<file path="src/rtl/mul_sched_pkg.sv">
// Shared types and widths for the round-robin scheduled signed 8x8 multiplier.
package mul_sched_pkg;

  localparam int MUL_W    = 8;
  localparam int PROD_W   = 16;
  // Widest requester ID across the supported NREQ range (2..8).
  localparam int ID_MAX_W = 3;

  typedef struct packed {
    logic signed [MUL_W-1:0] a;
    logic signed [MUL_W-1:0] b;
    logic [ID_MAX_W-1:0]     id;
  } mul_req_t;

  typedef struct packed {
    logic signed [PROD_W-1:0] y;
    logic [ID_MAX_W-1:0]      id;
  } mul_rsp_t;

endpackage

</file>
<file path="src/rtl/mul8s_rr_sched_arb.sv">
// Combinational round-robin arbiter: first asserted request at or after ptr wins.
module rr_arbiter #(
  parameter  int NREQ = 4,
  localparam int IDW  = $clog2(NREQ)
) (
  input  logic [NREQ-1:0] req_i,
  input  logic [IDW-1:0]  ptr_i,
  input  logic            en_i,
  output logic [NREQ-1:0] grant_o,
  output logic [IDW-1:0]  idx_o,
  output logic            any_o
);

  logic [IDW-1:0] cand;

  always_comb begin
    grant_o = '0;
    idx_o   = '0;
    any_o   = 1'b0;
    cand    = '0;
    for (int k = 0; k < NREQ; k++) begin
      cand = IDW'((int'(ptr_i) + k) % NREQ);
      if (!any_o && req_i[cand]) begin
        any_o = 1'b1;
        idx_o = cand;
      end
    end
    // Grant is withheld when stage 1 cannot take an entry, but the winner index stays valid.
    if (any_o && en_i) grant_o[idx_o] = 1'b1;
  end

endmodule

</file>
<file path="src/rtl/mul8s_rr_sched.sv">
// NREQ requesters share one signed 8x8 multiply through a two-stage valid/ready pipeline.
module mul8s_rr_sched
  import mul_sched_pkg::*;
#(
  parameter  int NREQ = 4,
  localparam int IDW  = $clog2(NREQ)
) (
  input  logic                    clk,
  input  logic                    rst_n,
  input  logic [NREQ-1:0]         req_valid,
  output logic [NREQ-1:0]         req_ready,
  input  logic [MUL_W*NREQ-1:0]   req_a,
  input  logic [MUL_W*NREQ-1:0]   req_b,
  output logic                    rsp_valid,
  input  logic                    rsp_ready,
  output logic [IDW-1:0]          rsp_id,
  output logic [PROD_W-1:0]       rsp_y,
  output logic [15:0]             op_count
);

  mul_req_t        s1_q, s1_d;
  mul_rsp_t        s2_q, s2_d;
  logic            s1_valid_q, s1_valid_d;
  logic            s2_valid_q, s2_valid_d;
  logic [IDW-1:0]  ptr_q, ptr_d;
  logic [15:0]     op_cnt_q, op_cnt_d;

  logic            s1_free, s2_free;
  logic [NREQ-1:0] grant;
  logic [IDW-1:0]  win_idx;
  logic            win_any;
  logic            accept;
  logic [MUL_W-1:0] sel_a, sel_b;
  logic signed [PROD_W-1:0] a_x, b_x, prod;
  logic            unused_id_hi;

  assign s2_free = !s2_valid_q || rsp_ready;
  assign s1_free = !s1_valid_q || s2_free;

  // rst_n gates the grant so req_ready stays low throughout reset.
  rr_arbiter #(.NREQ(NREQ)) u_arb (
    .req_i   (req_valid),
    .ptr_i   (ptr_q),
    .en_i    (rst_n && s1_free),
    .grant_o (grant),
    .idx_o   (win_idx),
    .any_o   (win_any)
  );

  assign req_ready = grant;
  assign accept    = |grant;

  always_comb begin
    sel_a = '0;
    sel_b = '0;
    for (int i = 0; i < NREQ; i++) begin
      if (win_idx == IDW'(i)) begin
        sel_a = req_a[i*MUL_W +: MUL_W];
        sel_b = req_b[i*MUL_W +: MUL_W];
      end
    end
  end

  assign a_x  = {{(PROD_W-MUL_W){s1_q.a[MUL_W-1]}}, s1_q.a};
  assign b_x  = {{(PROD_W-MUL_W){s1_q.b[MUL_W-1]}}, s1_q.b};
  assign prod = a_x * b_x;

  always_comb begin
    s1_d       = s1_q;
    s1_valid_d = s1_valid_q;
    s2_d       = s2_q;
    s2_valid_d = s2_valid_q;
    ptr_d      = ptr_q;
    op_cnt_d   = op_cnt_q;

    // A new accept always refills s1; otherwise s1 empties only if it moved into s2.
    if (accept) begin
      s1_d       = '{a: sel_a, b: sel_b, id: ID_MAX_W'(win_idx)};
      s1_valid_d = 1'b1;
    end else if (s2_free) begin
      s1_valid_d = 1'b0;
    end

    if (s2_free) begin
      s2_valid_d = s1_valid_q;
      if (s1_valid_q) s2_d = '{y: prod, id: s1_q.id};
    end

    if (accept) ptr_d = (win_idx == IDW'(NREQ-1)) ? '0 : win_idx + 1'b1;

    if (s2_valid_q && rsp_ready) op_cnt_d = op_cnt_q + 16'd1;
  end

  always_ff @(posedge clk or negedge rst_n) begin
    if (!rst_n) begin
      s1_q       <= '0;
      s1_valid_q <= 1'b0;
      s2_q       <= '0;
      s2_valid_q <= 1'b0;
      ptr_q      <= '0;
      op_cnt_q   <= '0;
    end else begin
      s1_q       <= s1_d;
      s1_valid_q <= s1_valid_d;
      s2_q       <= s2_d;
      s2_valid_q <= s2_valid_d;
      ptr_q      <= ptr_d;
      op_cnt_q   <= op_cnt_d;
    end
  end

  assign rsp_valid = s2_valid_q;
  assign rsp_y     = s2_q.y;
  assign rsp_id    = IDW'(s2_q.id);
  assign op_count  = op_cnt_q;

  // Upper ID bits only matter for larger NREQ; fold them so they count as consumed.
  assign unused_id_hi = ^{s2_q.id, win_any};

endmodule

</file>
<file path="config.mk">
export PLATFORM = sky130hd
export DESIGN_NAME = mul8s_rr_sched
export DESIGN_NICKNAME = d
export VERILOG_FILES = /design/src/rtl/mul_sched_pkg.sv /design/src/rtl/mul8s_rr_sched_arb.sv /design/src/rtl/mul8s_rr_sched.sv
export SDC_FILE = /design/constraint.sdc
export NUM_CORES = 1
export LEC_CHECK = 0
export CAP_MARGIN = 25
export CELL_PAD_IN_SITES_DETAIL_PLACEMENT = 1
export CELL_PAD_IN_SITES_GLOBAL_PLACEMENT = 1
export CORE_MARGIN = 4
export CORE_UTILIZATION = 34
export DETAILED_ROUTE_END_ITERATION = 8
export DONT_BUFFER_PORTS = 1
export GPL_TIMING_DRIVEN = 0
export PLACE_DENSITY_LB_ADDON = 0.08
export RECOVER_POWER = 25
export SYNTH_ARGS = -nofsm -noshare
export SYNTH_HDL_FRONTEND = slang
export SYNTH_HIERARCHICAL = 1
export SYNTH_SLANG_ARGS = --single-unit
</file>
<file path="constraint.sdc">
create_clock -name clk -period 6.8 [get_ports clk]
set_input_delay 2.04 -clock clk [delete_from_list [all_inputs] [get_ports clk]]
set_output_delay 2.04 -clock clk [all_outputs]
set_load 0.02 [all_outputs]
</file>
== After elaboration in Yosys (flattened, before gate mapping) ==
Index checks and enable logic that the tools add are counted.

* Bits in registers: 56
* Output and inout port bits: 39
* Word-level logic and storage cells: 72
* Bits of input ports: 71

* Reduce and logical (&&, ||, !) cells: 18
* Multiply operators: 1
* Equality and inequality tests: 3
* Mux-type cells: 30
* Order comparisons: 6
* $add $sub $neg: 5

{| class="wikitable"
|+ Operator list
! cell !! number
|-
| $mux 8 || 8
|-
| $add 16x1->16 const B || 1
|-
| $mul 8x8->16 || 1
|-
| $lt 2x3->1 const B || 5
|-
| $mux 1 || 11
|-
| $mux 2 || 5
|-
| $bmux 1 s2 || 4
|-
| $logic_and 1x1->1 || 7
|-
| $logic_not 1->1 || 5
|-
| $add 2x1->2 const B || 2
|-
| $add 2x2->2 const B || 2
|-
| $eq 2x2->1 const B || 2
|-
| $mux 4 || 1
|-
| $reduce_or 4->1 || 1
|-
| $demux 1 s2 || 1
|-
| $eq 2x1->1 const B || 1
|-
| $ge 2x1->1 const B || 1
|-
| $logic_not 2->1 || 1
|-
| $logic_or 1x1->1 || 2
|-
| $reduce_and 2->1 || 1
|-
| $reduce_bool 2->1 || 1
|}

== Depth between registers and ports, before layout ==
Gate-level depths: netlist (run 1).

* Depth in word-level cells: 19
* Mapped depth: 16
* Mapped depth without buffers: 16

== Hierarchy ==
Netlist (run 1), hierarchy kept.

{| class="wikitable"
|+ Modules (own cells, without submodules)
! module !! times used !! sequential area each (µm²) !! cells an instance !! area an instance (µm²)
|-
| mul8s_rr_sched || 1 || 1401.3 || 567 || 5222.5
|-
| rr_arbiter || 1 || 0.0 || 20 || 125.1
|}

== Worst setup path before layout (run 1) ==
OpenSTA, ideal clock, no wires.

* Path kind: input-to-output
* Start: input port req_valid[0]
* End: output port req_ready[2]
* Path buffers: 0
* Data required time: 4.760 ns
* Arrival time: 3.195 ns
* Stages: 4
* Setup slack: 1.565 ns
* Cell sequence: a21oi_1 > nor3b_1 > nor3_2 > nor3b_1

* Word-level cells in the longest chain between the ends: 17

{| class="wikitable"
|+ Ends and longest elaborated chain
! what !! RTL line !! text
|-
| from (decl) || mul8s_rr_sched.sv:10 || <nowiki>input logic [NREQ-1:0] req_valid,</nowiki>
|-
| $bmux 1 s2 || mul8s_rr_sched_arb.sv:23 || <nowiki>if (!any_o && req_i[cand]) begin</nowiki>
|-
| $mux 1 (implied by the code) || mul8s_rr_sched_arb.sv:23 ||
|-
| $mux 1 || mul8s_rr_sched_arb.sv:23 ||
|-
| $logic_not 1->1 || mul8s_rr_sched_arb.sv:23 ||
|-
| $logic_and 1x1->1 || mul8s_rr_sched_arb.sv:23 ||
|-
| $mux 1 || mul8s_rr_sched_arb.sv:23 ||
|-
| $logic_not 1->1 || mul8s_rr_sched_arb.sv:23 ||
|-
| $logic_and 1x1->1 || mul8s_rr_sched_arb.sv:23 ||
|-
| [2 not listed] || n/a ||
|-
| $logic_and 1x1->1 || mul8s_rr_sched_arb.sv:23 ||
|-
| $mux 2 (*) || mul8s_rr_sched_arb.sv:23 ||
|-
| net win_idx[1] || mul8s_rr_sched.sv:30 || <nowiki>logic [IDW-1:0] win_idx;</nowiki>
|-
| $lt 2x3->1 (implied by the code) / $ge 2x1->1 (equally long branches) || mul8s_rr_sched_arb.sv:29 || <nowiki>if (any_o && en_i) grant_o[idx_o] = 1'b1;</nowiki>
|-
| $logic_and 1x1->1 (implied by the code) || mul8s_rr_sched_arb.sv:29 ||
|-
| $mux 1 (implied by the code) || mul8s_rr_sched_arb.sv:29 ||
|-
| $demux 1 s2 (*) || n/a ||
|-
| $mux 4 (*) || mul8s_rr_sched_arb.sv:29 ||
|-
| to (decl) || mul8s_rr_sched.sv:11 || <nowiki>output logic [NREQ-1:0] req_ready,</nowiki>
|}

Mark *: on every way through the listed nets, which the timed path passes. The rest lies on a longest branch. The select of a mux whose other input is x is not followed.

== Worst setup path in the final report (run 1) ==
Ends and elaborated chain as after synthesis.

==> flow_summary.ini, run 1 <==
[status]
outcome = completed

[synthesis]
synth_flop_cell = dfrtp_1
synth_simple_gate_area_share_pct = 21.29
synth_area_per_cell_um2 = 9.110
syn_inst = 587
yosysSeqAreaShare_pct = 26.20
async_flop_share_pct = 100.0
synth_top_family_by_area = adder cells
yosys.area.top_type_share_pct = 26.20
muxShareOfSynthArea_pct = 0.4212
synth_edf_count = 0
netlist_top_cells_area = dfrtp_1 26%, fa_1 21%, ha_1 8.0%
synth-compound-area-share_pct = 11.61
synthXorXnorAreaFrac_pct = 4.750
syn-cell-area_mm2 = 0.005348
yosysUniqueCellTypes = 49
synth_top_area_cell = dfrtp_1
synth.ff_latch_count = 56
yosys-top-cells-count = 84 x inv_1, 70 x nand2_1, 56 x dfrtp_1
yosysWarnings = 6
synthAdderAreaFrac_pct = 28.54
syn_nets = 747
synth.most_common_cell = inv_1

[sta]
fin_tns_setup_ns = 0
finClkSkew_ns = 0.009811
whs_ns = 0.4825
layout_min_cycle_time_ns = 5.438
fin_ws_ns = 1.362
setup_viol_count_final = 0
fmax_mhz = 183.9
hold_viol = 0
rsz0062_at_grt = false
period_share_pct = 79.98
slew_headroom_pct = 47.20
worst_pin_slew_ns = 0.7902
finalMaxSlewViolations = 0

[placement]
hpwl_um = 11190
port_buffers = 0
globalplace.congestion = 0.7942
pre_cts_ws_ns = 1.352

[min_path]
hold_path_class = reg -> reg

[clock_tree]
ctsHoldBuffers = 0
root_buffer = clkbuf_16
cts.clk_slew.worst_paths_ns = 0.07
cts_inserted_buffers = 5
cts.path.max_buffers = 2
cts_tree = yes
cts_sinks = 56
cts_resized = 0
post_cts_buffers = 0
worstSkewPairLatency_ns = 0.31
ctsHtreeMaxLevel = 2

[global_route]
overflow = 0
grt_pass1_wl_um = 22390
antenna_found_initial = 0
grt_pass1_vias = 4407
grt_usage_pct = 15.45
grt_max_degree = 58

[critical_path]
critPathRequiredTime_ns = 4.76
worst-setup-path-type = in -> out
worstPathMaxFanout = 7
end_kind = primary output
cp-start-kind = input port
worst_ep_arrival_time_ns = 3.40

[layout]
layout-drive-gt1-share_pct = 3.193
num-nets-final = 754
multi_input_area_mm2 = 0.003562
regArea_mm2 = 0.001401
n_antenna_cell = 0
final.fill_count = 1796
syn_to_final_growth_pct = 8.072

[floorplanning]
die_h_um = 133.4
die_x_um = 133.4
std_cell_rows = 45
die_area_mm2 = 0.01780
core_mm2 = 0.01531
initial_utilization_pct = 34.92
io_pins = 110

[routing]
wl_per_cell_um = 16.49
drc_errors = 0
drt_iter0_drc = 112
routed-via-count = 3941
first_pass_iters = 4
drtAntennaViolNets = 0
vias_per_cell = 4.890
routed_wl_um = 13290

[run]
maxCapViolations = 0
final cells by class:
| class | count | share of cell area, % |
|---|---|---|
| inverter | 84 | 5.456 |
| clock inverter | 2 | 0.6711 |
| sequential | 56 | 24.25 |
| tap | 211 | 4.568 |
| multi-input combinational | 429 | 61.64 |
| buffer | 18 | 1.191 |
| clock buffer | 6 | 2.230 |
metal layers:
| layer | part of all wire, % | track usage (%) | up-vias |
|---|---|---|---|
| met3 | 6.2 | 4.494 | 10 |
| met4 | 1.0 | 3.086 | 0 |
| met1 | 45 | 19.89 | 1904 |
| met2 | 48 | 26.07 | 105 |
| li1 | - | - | 1922 |
| met5 | 0 | 0 | - |
sequential cells by signal, summed over array words and instances, names as in the netlist:
register	count
s1_valid_q	1
rsp_y	16
b_x	8
ptr_q	2
a_x	8
s1_q	2
rsp_valid	1
rsp_id	2
op_count	16
cell families (layout without fill, tap and decap cells):
family,after synthesis,in the layout
AOI/OAI and AO/OA,94,94
xor gates and xnor gates,29,29
muxes,2,2
adders and majority gates,89,89
and+or+nand+nor,215,215
DFF,56,56
buffers and inverters,102,110
metrics by stage:
step / util (%) / instance area (um2) / instances
2_1_floorplan: - / 5348 / 587
3_3_place_gp: 36.64 / 5612 / 798
3_5_place_dp: 36.64 / 5612 / 798
4_1_cts: 37.74 / 5779 / 806
5_1_grt: 37.74 / 5779 / 806
6_report: 37.74 / 5779 / 806
path summary, 6_finish.rpt:
path / slack, ns / cells after the start / to / from
setup reg to reg: 2.08 / 15 / rsp_y[15] / b_x[3]
setup / recovery: 1.36 / 4 / req_ready[2] / req_valid[0]
hold / removal: 0.48 / 2 / rsp_id[0] / s1_q[0]
min in group asynchronous: 1.41 / 0 / rsp_y[15] / rst_n
max in group asynchronous: 5.25 / 0 / a_x[4] / rst_n
hold reg to reg: 0.48 / 2 / rsp_id[0] / s1_q[0]
placed cells by master, fill, tap and decap left out, types with 2 or more instances in the layout:
master     count
buf_1          3
dfrtp_1       56
inv_1         84
o211ai_1       2
xnor2_1       20
o21ai_0       11
o21a_1         3
nor3b_1        4
nand3_1       10
ha_1          34
clkbuf_1      15
nand4_1        4
nand2b_1       6
a211oi_1       4
xor2_1         9
a221oi_1      16
and4_1         3
and2_1        45
fa_1          55
a21o_1         4
clkbuf_16      5
nor3_1        18
nor2b_1       31
o21ai_1       18
or4_1          2
nand2_1       70
nor2_1        13
a21oi_1       26
critical path, cell delays in order:
cell,delay (ns)
a21oi_1,0.14
nor3b_1,0.07
nor3_2,0.43
nor3b_1,0.71
Power of run 1 is not shown: default switching activity piles up to over one toggle a cycle in this logic, so the estimate is an artifact.
==> run 2: changes to the inputs <==
==> constraint.sdc (replaced) <==
create_clock -name clk -period 4.6 [get_ports clk]
set_input_delay 1.38 -clock clk [delete_from_list [all_inputs] [get_ports clk]]
set_output_delay 1.38 -clock clk [all_outputs]
set_load 0.02 [all_outputs]
==> run 2 against run 1 <==
  * Cell count rose by 1.1%
  * Non-clock buffer count increased by 9
  * Clock skew about the same
  * Flip-flop and latch count is the same
  * Via count is 0.76% higher
==> flow_summary.ini, run 2 (synthesized netlist as in run 1, its figures left out) <==
[sta]
slew_headroom_pct = 47.20
finClkSkew_ns = 0.01002
worst_pin_slew_ns = 0.7902
finalMaxSlewViolations = 0
hold_viol = 0
layout_min_cycle_time_ns = 4.447
fmax_mhz = 224.9
whs_ns = 0.4824
setup_viol_count_final = 0
period_share_pct = 96.67
fin_tns_setup_ns = 0

[min_path]
min-delay-start = s1_q[0]
min_to = rsp_id[0]
hold_path_depth = 2
hold_path_class = reg -> reg

[layout]
layout-drive-gt1-share_pct = 7.781
regArea_mm2 = 0.001414
num-nets-final = 763
postLayoutCoreUtil_pct = 38.66
syn_to_final_growth_pct = 10.72
final.fill_count = 1791
finalNonFillerCells = 815
final_common_cell = inv_1
mostFrequentLayoutCells = 82 x inv_1, 70 x nand2_1, 54 x fa_1
multi_input_area_mm2 = 0.003621
n_antenna_cell = 0

[critical_path]
worst-path-buf-inv = 4
cpPeakStageDelay_ns = 0.60
cp-start-kind = flip-flop
worst_ep_arrival_time_ns = 4.70
end_kind = flip-flop
worstPathMaxFanout = 4
reg2reg_from = b_x[3]
worst-setup-path-type = reg -> reg
critPathTopFamily = adder cells
path_cells = and2_2 > fa_2 > inv_2 > fa_1 > inv_1 > fa_1 > inv_1 > fa_1 > inv_1 > ha_4 > o21a_2 > and3_4 > a2111oi_4 > or4_1 > nand3_1
worst_r2r_endpoint = rsp_y[15]
rrSetupSlack_ns = 0.15
slowest_stage = fa_2
critPathRequiredTime_ns = 4.85
rr_worst_depth = 15

[routing]
drc_errors = 0
drtAntennaViolNets = 0
vias_per_cell = 4.872
wl_per_cell_um = 16.65
first_pass_iters = 4
routed-via-count = 3971
drt_iter0_drc = 105
routed_wl_um = 13570

[clock_tree]
cts_sinks = 56
worstSkewPairLatency_ns = 0.31
cts.path.max_buffers = 2
cts_tree = yes
cts.clk_slew.worst_paths_ns = 0.08
ctsHtreeMaxLevel = 2
ctsHoldBuffers = 0
root_buffer = clkbuf_16
cts_inserted_buffers = 5

[floorplanning]
std_cell_rows = 45
initial_utilization_pct = 34.92
die_area_mm2 = 0.01780
die_h_um = 133.4
io_pins = 110
core_mm2 = 0.01531
die_x_um = 133.4

[global_route]
antenna_found_initial = 0
overflow = 0
grt_max_degree = 58
grt_usage_pct = 15.65
grt_pass1_wl_um = 22640
grt_pass1_vias = 4437

[status]
outcome = completed

[run]
maxCapViolations = 0

[placement]
globalplace.congestion = 0.7942
port_buffers = 0
hpwl_um = 11190
placedCellCount = 798
-- run 2: worst reg2reg max path, cell delays in order (launching register included) --
cell and delay [ns]:
dfrtp_2 0.45, and2_2 0.24, fa_2 0.60, inv_2 0.07
fa_1 0.54, inv_1 0.06, fa_1 0.52, inv_1 0.05
fa_1 0.53, inv_1 0.06, ha_4 0.28, o21a_2 0.15
and3_4 0.20, a2111oi_4 0.07, or4_1 0.47, nand3_1 0.09
-- run 2: final cells by class --
class                           instances  area share (%)
Multi-Input combinational cell        429           61.16
Sequential cell                        56           23.88
Inverter                               84           5.368
Tap cell                              211           4.459
Clock buffer                            6           2.177
Buffer                                 18           1.162
Timing Repair Buffer                    9           1.141
Clock inverter                          2          0.6551
-- run 2: timing repair --
action,in CTS,in global routing
pin swaps,0,2
resized for setup,7,14
buffers inserted,7,2
endpoints found under the setup margin,3,4
-- run 2: how the worst max path moves through the flow --
stage / start / end / slack (ns) / cells past startpoint
2_1_floorplan: b_x[3] / rsp_y[15] / 0.22 / 15
3_3_place_gp: b_x[3] / rsp_y[15] / -0.11 / 15
3_5_place_dp: b_x[3] / rsp_y[15] / -0.12 / 15
4_1_cts: b_x[0] / rsp_y[15] / 0.01 / 15
5_1_grt: b_x[6] / rsp_y[15] / -0.008 / 13
6_report: b_x[3] / rsp_y[15] / 0.15 / 15
-- run 2: per-stage QoR --
step	instance area, um2	setup slack, ns
finish	5921	0.1530
global route	5921	-0.008376
CTS	5839	0.01444
detailed placement	5612	-0.1197
global placement	5612	-0.1139
floorplan	5348	0.2244
-- run 2: routing by layer --
layer,vias up,share of wire (%),global-route usage [%]
li1,1940,-,-
met1,1916,45,19.96
met2,105,48,26.69
met3,10,5.9,4.494
met4,0,1.0,3.086
met5,-,0,0
Power of run 2 is left out for the same reason.
